===== src/rtl/vend_dispense_sched_if.sv =====
// vend_dispense_sched_if
//   Bundles the scheduler's switch/credit inputs and its motor, charge and lamp outputs.
//   slave  : seen by the scheduler (inputs req_n/credit/slot_empty, drives the rest).
//   master : seen by whatever drives the inputs and watches the outputs.
// Signals:
//   req_n[3:0]      product-select switches, active-low, bit i = slot i
//   credit[7:0]     inserted credit, unsigned
//   slot_empty[3:0] 1 = slot i out of stock
//   motor_on        dispense motor drive
//   motor_sel[1:0]  slot index while motor_on
//   charge_valid    one-cycle deduct pulse
//   charge_amt[7:0] price of granted slot while charge_valid, else 0
//   LED[7:0]        {pending[3:0], grant_onehot[3:0]}
//   RD / GN / YL    reject / done / busy lamps
interface vend_dispense_sched_if;
  logic [3:0] req_n;
  logic [7:0] credit;
  logic [3:0] slot_empty;
  logic       motor_on;
  logic [1:0] motor_sel;
  logic       charge_valid;
  logic [7:0] charge_amt;
  logic [7:0] LED;
  logic       RD;
  logic       GN;
  logic       YL;

  modport master (
    output req_n, credit, slot_empty,
    input  motor_on, motor_sel, charge_valid, charge_amt, LED, RD, GN, YL
  );

  modport slave (
    input  req_n, credit, slot_empty,
    output motor_on, motor_sel, charge_valid, charge_amt, LED, RD, GN, YL
  );
endinterface


===== src/rtl/vend_dispense_sched.sv =====
// vend_dispense_sched
//   Shares one dispense motor between four product-select requesters. Falling edges on the
//   active-low switches latch into a per-slot pending bit; a round-robin pick starting after the
//   last grant selects a slot, which is checked against stock and price, charged, dispensed for
//   MOTOR_CYC cycles and followed by a COOL_CYC lamp hold.
// Ports:
//   clk  system clock, rising edge
//   rst  asynchronous active-high reset
//   bus  vend_dispense_sched_if.slave (switches, credit, stock in; motor, charge, lamps out)
// Optional build macro:
//   VEND_AUTO_RETRY_EN  when defined, a reject caused only by short credit re-queues the slot
//                       on leaving COOL; stock rejects are always dropped.
module vend_dispense_sched #(
  parameter logic [7:0]  PRICE0    = 8'd10,
  parameter logic [7:0]  PRICE1    = 8'd20,
  parameter logic [7:0]  PRICE2    = 8'd30,
  parameter logic [7:0]  PRICE3    = 8'd50,
  parameter int unsigned MOTOR_CYC = 8,
  parameter int unsigned COOL_CYC  = 4
) (
  input logic                  clk,
  input logic                  rst,
  vend_dispense_sched_if.slave bus
);

  typedef enum logic [1:0] {StIdle, StCheck, StDispense, StCool} state_e;

  state_e     r_state, w_state_d;
  logic [3:0] r_req_q;
  logic [3:0] r_pending, w_pending_d;
  logic [1:0] r_grant, w_grant_d;      // doubles as last_grant
  logic [7:0] r_cnt, w_cnt_d;
  logic       r_reject, w_reject_d;    // COOL shows RD when set, GN otherwise
`ifdef VEND_AUTO_RETRY_EN
  logic       r_short, w_short_d;      // reject was due to credit only
`endif

  logic [3:0] w_fire;
  logic [3:0] w_clr;
  logic [3:0] w_set;
  logic [1:0] w_rr_idx;
  logic [1:0] w_cand;
  logic       w_rr_found;
  logic [7:0] w_price;
  logic       w_reject_now;
  logic [3:0] w_onehot;

  // A request fires on the first cycle the switch is seen low after being high.
  assign w_fire = r_req_q & ~bus.req_n;

  // Round-robin pick: first pending bit scanning from last_grant+1 upward, wrapping.
  always_comb begin
    w_rr_idx   = r_grant;
    w_rr_found = 1'b0;
    w_cand     = r_grant;
    for (int unsigned k = 1; k <= 4; k++) begin
      w_cand = r_grant + 2'(k);
      if (!w_rr_found && r_pending[w_cand]) begin
        w_rr_idx   = w_cand;
        w_rr_found = 1'b1;
      end
    end
  end

  always_comb begin
    w_price = PRICE0;
    case (r_grant)
      2'd0:    w_price = PRICE0;
      2'd1:    w_price = PRICE1;
      2'd2:    w_price = PRICE2;
      default: w_price = PRICE3;
    endcase
  end

  // Equal credit and price is accepted.
  assign w_reject_now = bus.slot_empty[r_grant] | (bus.credit < w_price);
  assign w_onehot     = (r_state != StIdle) ? (4'b0001 << r_grant) : 4'b0000;

  always_comb begin
    w_state_d  = r_state;
    w_grant_d  = r_grant;
    w_cnt_d    = r_cnt;
    w_reject_d = r_reject;
`ifdef VEND_AUTO_RETRY_EN
    w_short_d  = r_short;
`endif
    w_clr      = 4'b0000;
    w_set      = 4'b0000;

    bus.motor_on     = 1'b0;
    bus.motor_sel    = 2'd0;
    bus.charge_valid = 1'b0;
    bus.charge_amt   = 8'd0;
    bus.RD           = 1'b0;
    bus.GN           = 1'b0;
    bus.YL           = 1'b0;

    unique case (r_state)
      StIdle: begin
        if (|r_pending) begin
          w_state_d = StCheck;
          w_grant_d = w_rr_idx;
          w_clr     = 4'b0001 << w_rr_idx;
        end
      end

      StCheck: begin
        bus.YL = 1'b1;
        if (w_reject_now) begin
          w_state_d  = StCool;
          w_cnt_d    = 8'(COOL_CYC);
          w_reject_d = 1'b1;
`ifdef VEND_AUTO_RETRY_EN
          w_short_d  = ~bus.slot_empty[r_grant];
`endif
        end else begin
          bus.charge_valid = 1'b1;
          bus.charge_amt   = w_price;
          w_state_d        = StDispense;
          w_cnt_d          = 8'(MOTOR_CYC);
          w_reject_d       = 1'b0;
`ifdef VEND_AUTO_RETRY_EN
          w_short_d        = 1'b0;
`endif
        end
      end

      StDispense: begin
        bus.YL        = 1'b1;
        bus.motor_on  = 1'b1;
        bus.motor_sel = r_grant;
        if (r_cnt <= 8'd1) begin
          w_state_d = StCool;
          w_cnt_d   = 8'(COOL_CYC);
        end else begin
          w_cnt_d = r_cnt - 8'd1;
        end
      end

      StCool: begin
        bus.RD = r_reject;
        bus.GN = ~r_reject;
        if (r_cnt <= 8'd1) begin
          w_state_d = StIdle;
`ifdef VEND_AUTO_RETRY_EN
          if (r_reject && r_short) w_set = 4'b0001 << r_grant;
`endif
        end else begin
          w_cnt_d = r_cnt - 8'd1;
        end
      end

      default: w_state_d = StIdle;
    endcase
  end

  // New edges latch in every state, including a re-request of the slot being granted.
  assign w_pending_d = (r_pending & ~w_clr) | w_fire | w_set;

  assign bus.LED = {r_pending, w_onehot};

  always_ff @(posedge clk or posedge rst) begin
    if (rst) begin
      r_state   <= StIdle;
      r_req_q   <= 4'b1111;
      r_pending <= 4'b0000;
      r_grant   <= 2'd3;
      r_cnt     <= 8'd0;
      r_reject  <= 1'b0;
`ifdef VEND_AUTO_RETRY_EN
      r_short   <= 1'b0;
`endif
    end else begin
      r_state   <= w_state_d;
      r_req_q   <= bus.req_n;
      r_pending <= w_pending_d;
      r_grant   <= w_grant_d;
      r_cnt     <= w_cnt_d;
      r_reject  <= w_reject_d;
`ifdef VEND_AUTO_RETRY_EN
      r_short   <= w_short_d;
`endif
    end
  end

endmodule


===== src/flat_wrapper.sv =====
// flat-port wrapper written by rule: the top's interface ports become plain ports
module vend_dispense_sched_flat 
#(
  parameter logic [7:0]  PRICE0    = 8'd10,
  parameter logic [7:0]  PRICE1    = 8'd20,
  parameter logic [7:0]  PRICE2    = 8'd30,
  parameter logic [7:0]  PRICE3    = 8'd50,
  parameter int unsigned MOTOR_CYC = 8,
  parameter int unsigned COOL_CYC  = 4
)
  (clk, rst, bus_req_n, bus_credit, bus_slot_empty, bus_motor_on, bus_motor_sel, bus_charge_valid, bus_charge_amt, bus_LED, bus_RD, bus_GN, bus_YL);
  vend_dispense_sched_if bus_i ();
  input logic clk;
  input logic rst;
  input wire logic [$bits(bus_i.req_n)-1:0] bus_req_n;
  input wire logic [$bits(bus_i.credit)-1:0] bus_credit;
  input wire logic [$bits(bus_i.slot_empty)-1:0] bus_slot_empty;
  output wire logic [$bits(bus_i.motor_on)-1:0] bus_motor_on;
  output wire logic [$bits(bus_i.motor_sel)-1:0] bus_motor_sel;
  output wire logic [$bits(bus_i.charge_valid)-1:0] bus_charge_valid;
  output wire logic [$bits(bus_i.charge_amt)-1:0] bus_charge_amt;
  output wire logic [$bits(bus_i.LED)-1:0] bus_LED;
  output wire logic [$bits(bus_i.RD)-1:0] bus_RD;
  output wire logic [$bits(bus_i.GN)-1:0] bus_GN;
  output wire logic [$bits(bus_i.YL)-1:0] bus_YL;
  assign bus_i.req_n = bus_req_n;
  assign bus_i.credit = bus_credit;
  assign bus_i.slot_empty = bus_slot_empty;
  assign bus_motor_on = bus_i.motor_on;
  assign bus_motor_sel = bus_i.motor_sel;
  assign bus_charge_valid = bus_i.charge_valid;
  assign bus_charge_amt = bus_i.charge_amt;
  assign bus_LED = bus_i.LED;
  assign bus_RD = bus_i.RD;
  assign bus_GN = bus_i.GN;
  assign bus_YL = bus_i.YL;
  vend_dispense_sched #(.PRICE0(PRICE0), .PRICE1(PRICE1), .PRICE2(PRICE2), .PRICE3(PRICE3), .MOTOR_CYC(MOTOR_CYC), .COOL_CYC(COOL_CYC)) u_core (.clk(clk), .rst(rst), .bus(bus_i));
endmodule

===== config.mk =====
export PLATFORM = sky130hd
export DESIGN_NAME = vend_dispense_sched_flat
export DESIGN_NICKNAME = d
export VERILOG_FILES = /design/src/rtl/vend_dispense_sched_if.sv /design/src/rtl/vend_dispense_sched.sv /design/src/flat_wrapper.sv
export SDC_FILE = /design/constraint.sdc
export NUM_CORES = 1
export LEC_CHECK = 0
export ABC_AREA = 1
export BUFFER_PORTS_ARGS = -buffer_cell sky130_fd_sc_hd__clkbuf_2
export CORE_ASPECT_RATIO = 1.25
export CORE_MARGIN = 3
export CORE_UTILIZATION = 25
export DETAILED_ROUTE_END_ITERATION = 16
export SYNTH_ARGS = -nofsm -noshare
export SYNTH_HDL_FRONTEND = slang
export SYNTH_SLANG_ARGS = --single-unit

===== constraint.sdc =====
create_clock -name clk -period 2.3 [get_ports clk]
set_clock_uncertainty 0.15 [all_clocks]
set_input_delay 0.345 -clock clk [delete_from_list [all_inputs] [get_ports clk]]
set_output_delay 0.345 -clock clk [all_outputs]
set_load 0.01 [all_outputs]

* After elaboration in Yosys (flattened, before gate mapping)
Index checks and enable logic that the tools add are counted.
** Word-level totals
- Register bits :: 21
- Input port bits :: 18
- Word-level logic and storage cells :: 89
** Operators by class
- Add/sub/neg operators :: 4
- Magnitude comparators :: 6
- Equal/unequal tests :: 9
- Shift-type cells :: 2
- Multiplexer cells :: 40
- Bitwise operators :: 7
- Reduce and logical (&&, ||, !) cells :: 15
** Operators by type and width (count)
- 8-bit two-way mux :: 3
- 8-bit one-hot mux with 3 select lines :: 1
- 6-bit one-hot mux with 3 select lines :: 1
- 1-bit two-way mux :: 16
- 2-bit two-way mux :: 8
- 4-bit two-way mux :: 4
- 2-bit by 3-bit < comparator with 1-bit output (second input constant) :: 4
- 1-bit binary-select mux with 2-bit select :: 5
- 4-bit bitwise AND :: 2
- 8-bit by 1-bit less-or-equal comparator with 1-bit output (second input constant) :: 1
- 8-bit by 6-bit < comparator with 1-bit output :: 1
- 4-bit NOT :: 2
- 2-bit one-hot mux with 4 select lines :: 1
- 1-bit by 2-bit left shift with 4-bit output (first input constant) :: 2
- 8-bit by 1-bit subtractor with 8-bit output (second input constant) :: 1
- 2-bit == test (second input constant) :: 3
- 6-bit two-way mux :: 1
- 2-bit by 1-bit inequality test with 1-bit output (second input constant) :: 3
- 2-bit adder (second input constant) :: 2
- 2-bit by 1-bit == test with 1-bit output (second input constant) :: 2
- 2-bit logical NOT :: 2
- 4-bit OR :: 1
- 2-bit AND reduction :: 2
- 4-bit OR reduction :: 1
- other kinds (10) :: 14

* Logic depth before layout (Yosys ltp)
Gate-level depths: netlist (run 1).
- Depth after elaboration :: 19
- Mapped depth :: 13
- Gate-level depth less buffers :: 13

* Least setup slack after synthesis (run 1)
OpenSTA, ideal clock, no wires.
- Path type :: register to output
- Start :: register u_core.r_grant[0]
- End :: output bus_charge_amt[1]
- Arrival time :: 2.117 ns
- Required time :: 1.805 ns
- Slack :: -0.312 ns
- Cell stages (with the launch flop) :: 13
- Buffers on the path :: 0
- Cells stage by stage :: dfstp_2 inv_2 ha_1 inv_2 ha_1 nand2_1 o21ai_0 nand4_1 nand2_1 nand2_2 nor2_4 inv_2 nor2_2
** On the way
- Cells in the longest elaborated chain, start to end :: 6
- Elaborated cells on any way between the ends :: 10
- Classes of those cells :: order compare (1); eq/ne (2); mux (5); bitwise (1); reduce/logical (1)
** Ends and longest elaborated chain
- start: declaration :: line vend_dispense_sched.sv:31 : logic [1:0] r_grant, w_grant_d;
- start signal: assignment :: line vend_dispense_sched.sv:177 : r_grant <= w_grant_d;
- 2-bit == test, or another cell as far along :: line vend_dispense_sched.sv:67 : case (r_grant)
- 6-bit one-hot mux with 3 select lines :: line vend_dispense_sched.sv:67
- 8-bit by 6-bit < comparator with 1-bit output :: line vend_dispense_sched.sv:76 : assign w_reject_now = bus.slot_empty[r_grant] | (bus.credit < w_price);
- 1-bit OR :: line vend_dispense_sched.sv:76
- 6-bit two-way mux * :: line vend_dispense_sched.sv:109 : if (w_reject_now) begin
- 8-bit two-way mux * :: line vend_dispense_sched.sv:98 : unique case (r_state)
- end: declaration :: line flat_wrapper.sv:21 : output wire logic [$bits(bus_i.charge_amt)-1:0] bus_charge_amt;
Every way passes the cells marked *; elsewhere a longest branch is shown, timed or not. The select of a mux whose other input is x is not followed.

* Worst setup path in the final report (run 1)
Ends and elaborated chain as after synthesis.

==> qor.txt, run 1 <==
status -> complete, but fails checks
failing checks -> negative setup slack
Post-Synth Simple-Gate Area -> 36.8%
DRT iter0 DRCs -> 76
CP Data Arrival Time -> 2260 ps
Worst-Margin Slew -> 793 ps
IO Count -> 41
cell area power density -> 1620 nW/µm²
XOR/XNOR Fraction of Synth Area -> 1.59%
Int Pwr -> 1.69 mW
Setup crit end kind -> output port
latest clock arrival within the worst-skew pair -> 260 ps
post-synthesis compound-gate area fraction -> 6.96%
slew margin rel. -> 47.1%
placed cell count -> 364
NumNets Final -> 321
number of synthesized flops with an enable pin -> 0
CTS tree -> done
Pre-antenna DRT Iters -> 4
Syn Area/Cell -> 7.07 µm²
final core utilization -> 34.3%
Synth area leaders -> dfrtp_1, nand2_1, ha_1
CP max stage cell -> dfstp_2
# port buffers -> 36
Critical Path Fanout Max -> 5
DRC Markers -> 0
vias per cell -> 4.18
CTS root buf -> clkbuf_8
DR vias -> 1555
die height -> 96.9 µm
Max VDD drop -> 0.000364 V
Yosys top cell area share -> 22.7%
Crit path required time -> 1800 ps
endpoints failing setup -> 8
row cnt -> 32
Starting Density -> 26.3%
area of the die -> 7630 µm²
post-route cell area -> 2160 µm²
gr usage total -> 10.1%
Post-synth top flop -> dfrtp_1
total wire length -> 3640 µm
Synth Cell Area -> 1650 µm²
Max Freq -> 363 MHz
slowest stage delay, CP -> 580 ps
grt ovf -> 0
sequential-to-total area share from yosys stat -> 32.2%
chip width -> 78.8 µm
total power -> 3.49 mW
MaxCap Viol Count -> 0
number of warnings issued by yosys -> 0
CP most frequent cell -> inv_4
Psw -> 1.81 mW
combinational family with the most area after synthesis -> simple AND/OR/NAND/NOR gates
# hold bufs at CTS -> 0
ys async rst share -> 100%
Clock Path Buffers -> 2
vias in the first global route -> 1475
initial antenna violation count -> 0
Setup crit start kind -> flip-flop
Clock Pin Slew Worst Setup and Hold Paths -> 80 ps
Core Region -> 6290 µm²
class of the most critical hold timing path -> primary input to flip-flop
WL/cell -> 9.79 µm
H-tree depth -> 1
Reg power frac -> 18.6%
Lkg Pwr -> 1.21 nW
Gate power share -> 74.4%
Netlist cell types -> 28
CP Cell Sequence -> inv_4 -> ha_4 -> inv_4 -> ha_4 -> nand2_2 -> o21ai_2 -> nand4_1 -> nand2_1 -> nand2_2 -> nor2_4 -> inv_4 -> nor2_2 -> buf_2
final hold violations -> 0
RePlAce Congestion -> 0.805
Synth Instances -> 234
final period utilization -> 120%
Cell Count, Final, Fillers Out -> 372
Seq cells post-synth -> 21
switching share of power -> 51.7%
commonest cells in the netlist -> nand2_1, inv_1, nor2_1
mux cell area share after synthesis -> 0%
P&R area growth vs syn -> 30.3%
multi-input logic area -> 995 µm²
critical path's top delay family -> flip-flops
part of the power in the clock network -> 7.0%
DP Worst Slack -> -263 ps
RSZ-0062 raised after global routing -> true
placed inst area -> 2040 µm²
kind of critical path -> flip-flop to output port
filler cell count -> 695
post-synth top area cell -> dfrtp_1
antenna-violating nets left -> 0
CTS Sinks -> 21
fin crit period -> 2750 ps
worst setup margin -> -451 ps
share of cells above drive strength 1 -> 33.4%
adder-cell share of the synthesized area -> 11.3%
worst path bufs/invs -> 4
Sequential Area -> 533 µm²
largest net degree at the start of global routing -> 22
Max Slew Vio Count -> 0
first-pass GRT wire length -> 6330 µm
Post-DP HPWL -> 2960 µm
most common cell in the synthesized netlist -> nand2_1
TritonCTS buffer count -> 3
Ant. Diodes -> 0
per-stage QoR:
| step | hold slack [ps] | setup TNS (ps) |
|---|---|---|
| final | 17.9 | -2680 |
| after global routing | 9.66 | -3990 |
| after CTS | 10.8 | -3030 |
| after detailed placement | 299 | -1440 |
| after global placement | 297 | -1270 |
| after floorplan | 167 | -930 |
state kept, by name, summed over array words and instances, names as in the netlist:
| name | flops |
|---|---|
| u_core.r_req_q | 4 |
| u_core.r_grant | 2 |
| u_core.r_state | 2 |
| u_core.r_pending | 4 |
| u_core.r_reject | 1 |
| u_core.r_cnt | 8 |
power groups by stage:
stage               Sequential, mW  Clock (mW)  Combinational (mW)
finish                       0.649       0.246                2.60
global route                 0.672       0.271                2.96
CTS                          0.648       0.256                2.55
detailed placement           0.652           0                2.48
global placement             0.649           0                2.45
floorplan                    0.663           0                1.79
kinds of logic after synthesis:
kind of cell               after synthesis
buffers and inverters                   44
adders and majority gates               15
xor gates and xnor gates                 3
and+or+nand+nor                        129
other                                    1
DFF                                     21
AOI/OAI and AO/OA                       21
layout by cell type, fill, tap and decap left out, types with 2 or more instances in the layout:
master    instances
nand2_1          59
ha_4              2
o21ai_0           5
ha_1             13
buf_4            14
nand2_2          14
buf_2             4
nand3_1          11
clkbuf_8          3
inv_2             2
conb_1            3
nand4_1           6
clkbuf_2         30
inv_1            35
nand3_2           4
buf_6             2
dfstp_2           6
nor2_4            2
inv_4             3
nor2_1           24
xor2_1            2
dfrtp_1          15
nor2_2            4
a21oi_1          10
layout make-up:
cell class / count / area share [%]
Clock buffer: 3 / 1.92
Clock inverter: 1 / 0.232
Inverter: 40 / 7.31
Multi-Input combinational cell: 171 / 46.1
Sequential cell: 21 / 24.7
Tap cell: 85 / 4.93
Timing Repair Buffer: 51 / 14.7
what timing repair did:
| item | 4_1_cts | 5_1_grt |
|---|---|---|
| pin swaps | 0 | 1 |
| hold endpoints to repair | 0 | 0 |
| gates resized for setup | 6 | 10 |
| endpoints found under the setup margin | 7 | 9 |
| cloned | 0 | 0 |
| setup buffers | 1 | 3 |
final timing paths:
kind | start | endpoint | slack, ps | cells past startpoint
max | u_core.r_grant[0] | bus_charge_amt[1] | -450 | 13
min | bus_req_n[2] | u_core.r_req_q[2] | 20 | 1
max reg2reg | u_core.r_grant[0] | u_core.r_state[0] | -30 | 15
min reg2reg | u_core.r_req_q[2] | u_core.r_pending[2] | 330 | 2
max in group asynchronous | rst | u_core.r_cnt[7] | 1460 | 2
min in group asynchronous | rst | u_core.r_state[1] | 50 | 2
layer usage:
layer / GRT usage [%] / wire [µm] / share of wire, % / up-vias
met4: 4.71 / 83 / 2.3 / 0
met1: 12.3 / 1590 / 44 / 679
li1: - / - / - / 826
met5: 0 / 0 / 0 / -
met2: 16.9 / 1740 / 48 / 43
met3: 1.77 / 226 / 6.2 / 7
(Power assumes the default switching activity.)
==> run 2: changes to the inputs <==
--- a/config.mk
+++ b/config.mk
@@ -10,7 +10,9 @@
 export CORE_ASPECT_RATIO = 1.25
 export CORE_MARGIN = 3
 export CORE_UTILIZATION = 25
+export CTS_CLUSTER_DIAMETER = 60
 export DETAILED_ROUTE_END_ITERATION = 16
+export SKIP_CTS_REPAIR_TIMING = 1
 export SYNTH_ARGS = -nofsm -noshare
 export SYNTH_HDL_FRONTEND = slang
 export SYNTH_SLANG_ARGS = --single-unit
==> qor.txt, run 2 (synthesis results as in run 1) <==
status -> complete, but fails checks
failing checks -> negative setup slack
Fin Setup TNS -> -2780 ps
row cnt -> 32
share of cells above drive strength 1 -> 32.7%
final core utilization -> 33.8%
critical path's top delay family -> flip-flops
grt ovf -> 0
Min Hold Slack -> 16.7 ps
vias per cell -> 4.19
worst setup margin -> -463 ps
most common cell after layout, fill and taps aside -> nand2_1
Setup crit start kind -> flip-flop
TritonCTS buffer count -> 3
Critical Path Fanout Max -> 5
RSZ-0062 raised after global routing -> true
RePlAce Congestion -> 0.805
first-pass GRT wire length -> 6280 µm
final period utilization -> 120%
Pre-antenna DRT Iters -> 4
CP Cell Sequence -> inv_4 -> ha_4 -> inv_4 -> ha_4 -> nand2_2 -> o21ai_2 -> nand4_1 -> nand2_1 -> nand2_2 -> nor2_4 -> inv_4 -> nor2_2 -> buf_2
initial antenna violation count -> 0
placed cell count -> 364
commonest non-fill, non-tap cells in the layout -> nand2_1, inv_1, clkbuf_2
CTS root buf -> clkbuf_8
Crit path required time -> 1800 ps
worst path bufs/invs -> 4
total wire length -> 3630 µm
die height -> 96.9 µm
Clock Pin Slew Worst Setup and Hold Paths -> 80 ps
cell area power density -> 1620 nW/µm²
IO Count -> 41
CTS tree -> done
latest clock arrival within the worst-skew pair -> 260 ps
CP max stage cell -> dfstp_2
H-tree depth -> 1
Core Region -> 6290 µm²
class of the most critical hold timing path -> primary input to flip-flop
DR top layer -> met4
DRC Markers -> 0
P&R area growth vs syn -> 28.6%
CP most frequent cell -> inv_4
DR vias -> 1547
slew margin rel. -> 47.0%
Clock Path Buffers -> 2
# port buffers -> 36
Max Slew Vio Count -> 0
Worst-Margin Slew -> 793 ps
Max VDD drop -> 0.000342 V
NumNets Final -> 318
filler cell count -> 699
Max Freq -> 362 MHz
slowest stage delay, CP -> 580 ps
vias in the first global route -> 1442
kind of critical path -> flip-flop to output port
Setup crit end kind -> output port
metal2 WL -> 1720 µm
Cell Count, Final, Fillers Out -> 369
most flop-heavy register -> u_core.r_cnt
wl on met1 -> 1590 µm
WL/cell -> 9.85 µm
gr usage total -> 10.0%
MaxCap Viol Count -> 0
CP Data Arrival Time -> 2270 ps
Starting Density -> 26.3%
final hold violations -> 0
Lkg Pwr -> 1.19 nW
Ant. Diodes -> 0
chip width -> 78.8 µm
antenna-violating nets left -> 0
fin crit period -> 2760 ps
biggest regs -> u_core.r_cnt: 8 flops, u_core.r_pending: 4 flops, u_core.r_req_q: 4 flops
Post-DP HPWL -> 2960 µm
CTS Sinks -> 21
WL met3 -> 234 µm
DRT iter0 DRCs -> 84
endpoints failing setup -> 8
area of the die -> 7630 µm²
max reg flops -> 8
largest net degree at the start of global routing -> 22
## run 2: cell type report
class                   instances  area (µm²)  share of cell area (%)
repair buffers                 48         289                    13.6
multi-input cells             171         995                    46.8
inverters                      40         158                    7.41
flip-flops and latches         21         533                    25.1
well taps                      85         106                    5.00
clock buffers                   3        41.3                    1.94
clock inverters                 1        5.00                   0.235
## run 2: worst paths after layout
path                              startpoint                  end  slack, ps  cells after the start
setup / recovery           u_core.r_grant[0]    bus_charge_amt[1]       -460                     13
max in group asynchronous                rst      u_core.r_cnt[7]       1460                      2
hold reg to reg            u_core.r_req_q[2]  u_core.r_pending[2]        330                      2
setup reg to reg           u_core.r_grant[0]    u_core.r_state[0]        -40                     15
hold / removal                  bus_req_n[2]    u_core.r_req_q[2]         20                      1
min in group asynchronous                rst    u_core.r_state[1]         50                      2
## run 2: worst reg2reg max path, cell delays in order, from the launching register on
cell,delay [ps]
dfstp_2,580
inv_4,50
ha_4,270
inv_4,40
ha_4,250
nand2_2,50
o21ai_2,120
nand4_1,90
nand2_1,110
nand2_2,80
buf_4,130
buf_4,130
nand2_4,50
nand2_2,40
nand2_1,60
nand2_1,50
## run 2: stage by stage
stage	setup slack, ps	cell area (µm²)	power, mW
after floorplan	-187	1700	2.46
after global placement	-227	2040	3.10
after detailed placement	-263	2040	3.13
after CTS	-574	2080	3.39
after global routing	-627	2130	3.85
final	-463	2130	3.45
## run 2: metal layers
| metal | vias to the layer above | track usage [%] |
|---|---|---|
| li1 | 819 | - |
| met1 | 673 | 12.2 |
| met2 | 48 | 16.9 |
| met3 | 7 | 1.77 |
| met4 | 0 | 4.71 |
| met5 | - | 0 |
## run 2: where the power goes
group	switching (mW)	internal, mW
sequential	0.123	0.524
clock	0.126	0.121
combinational	1.55	1.00
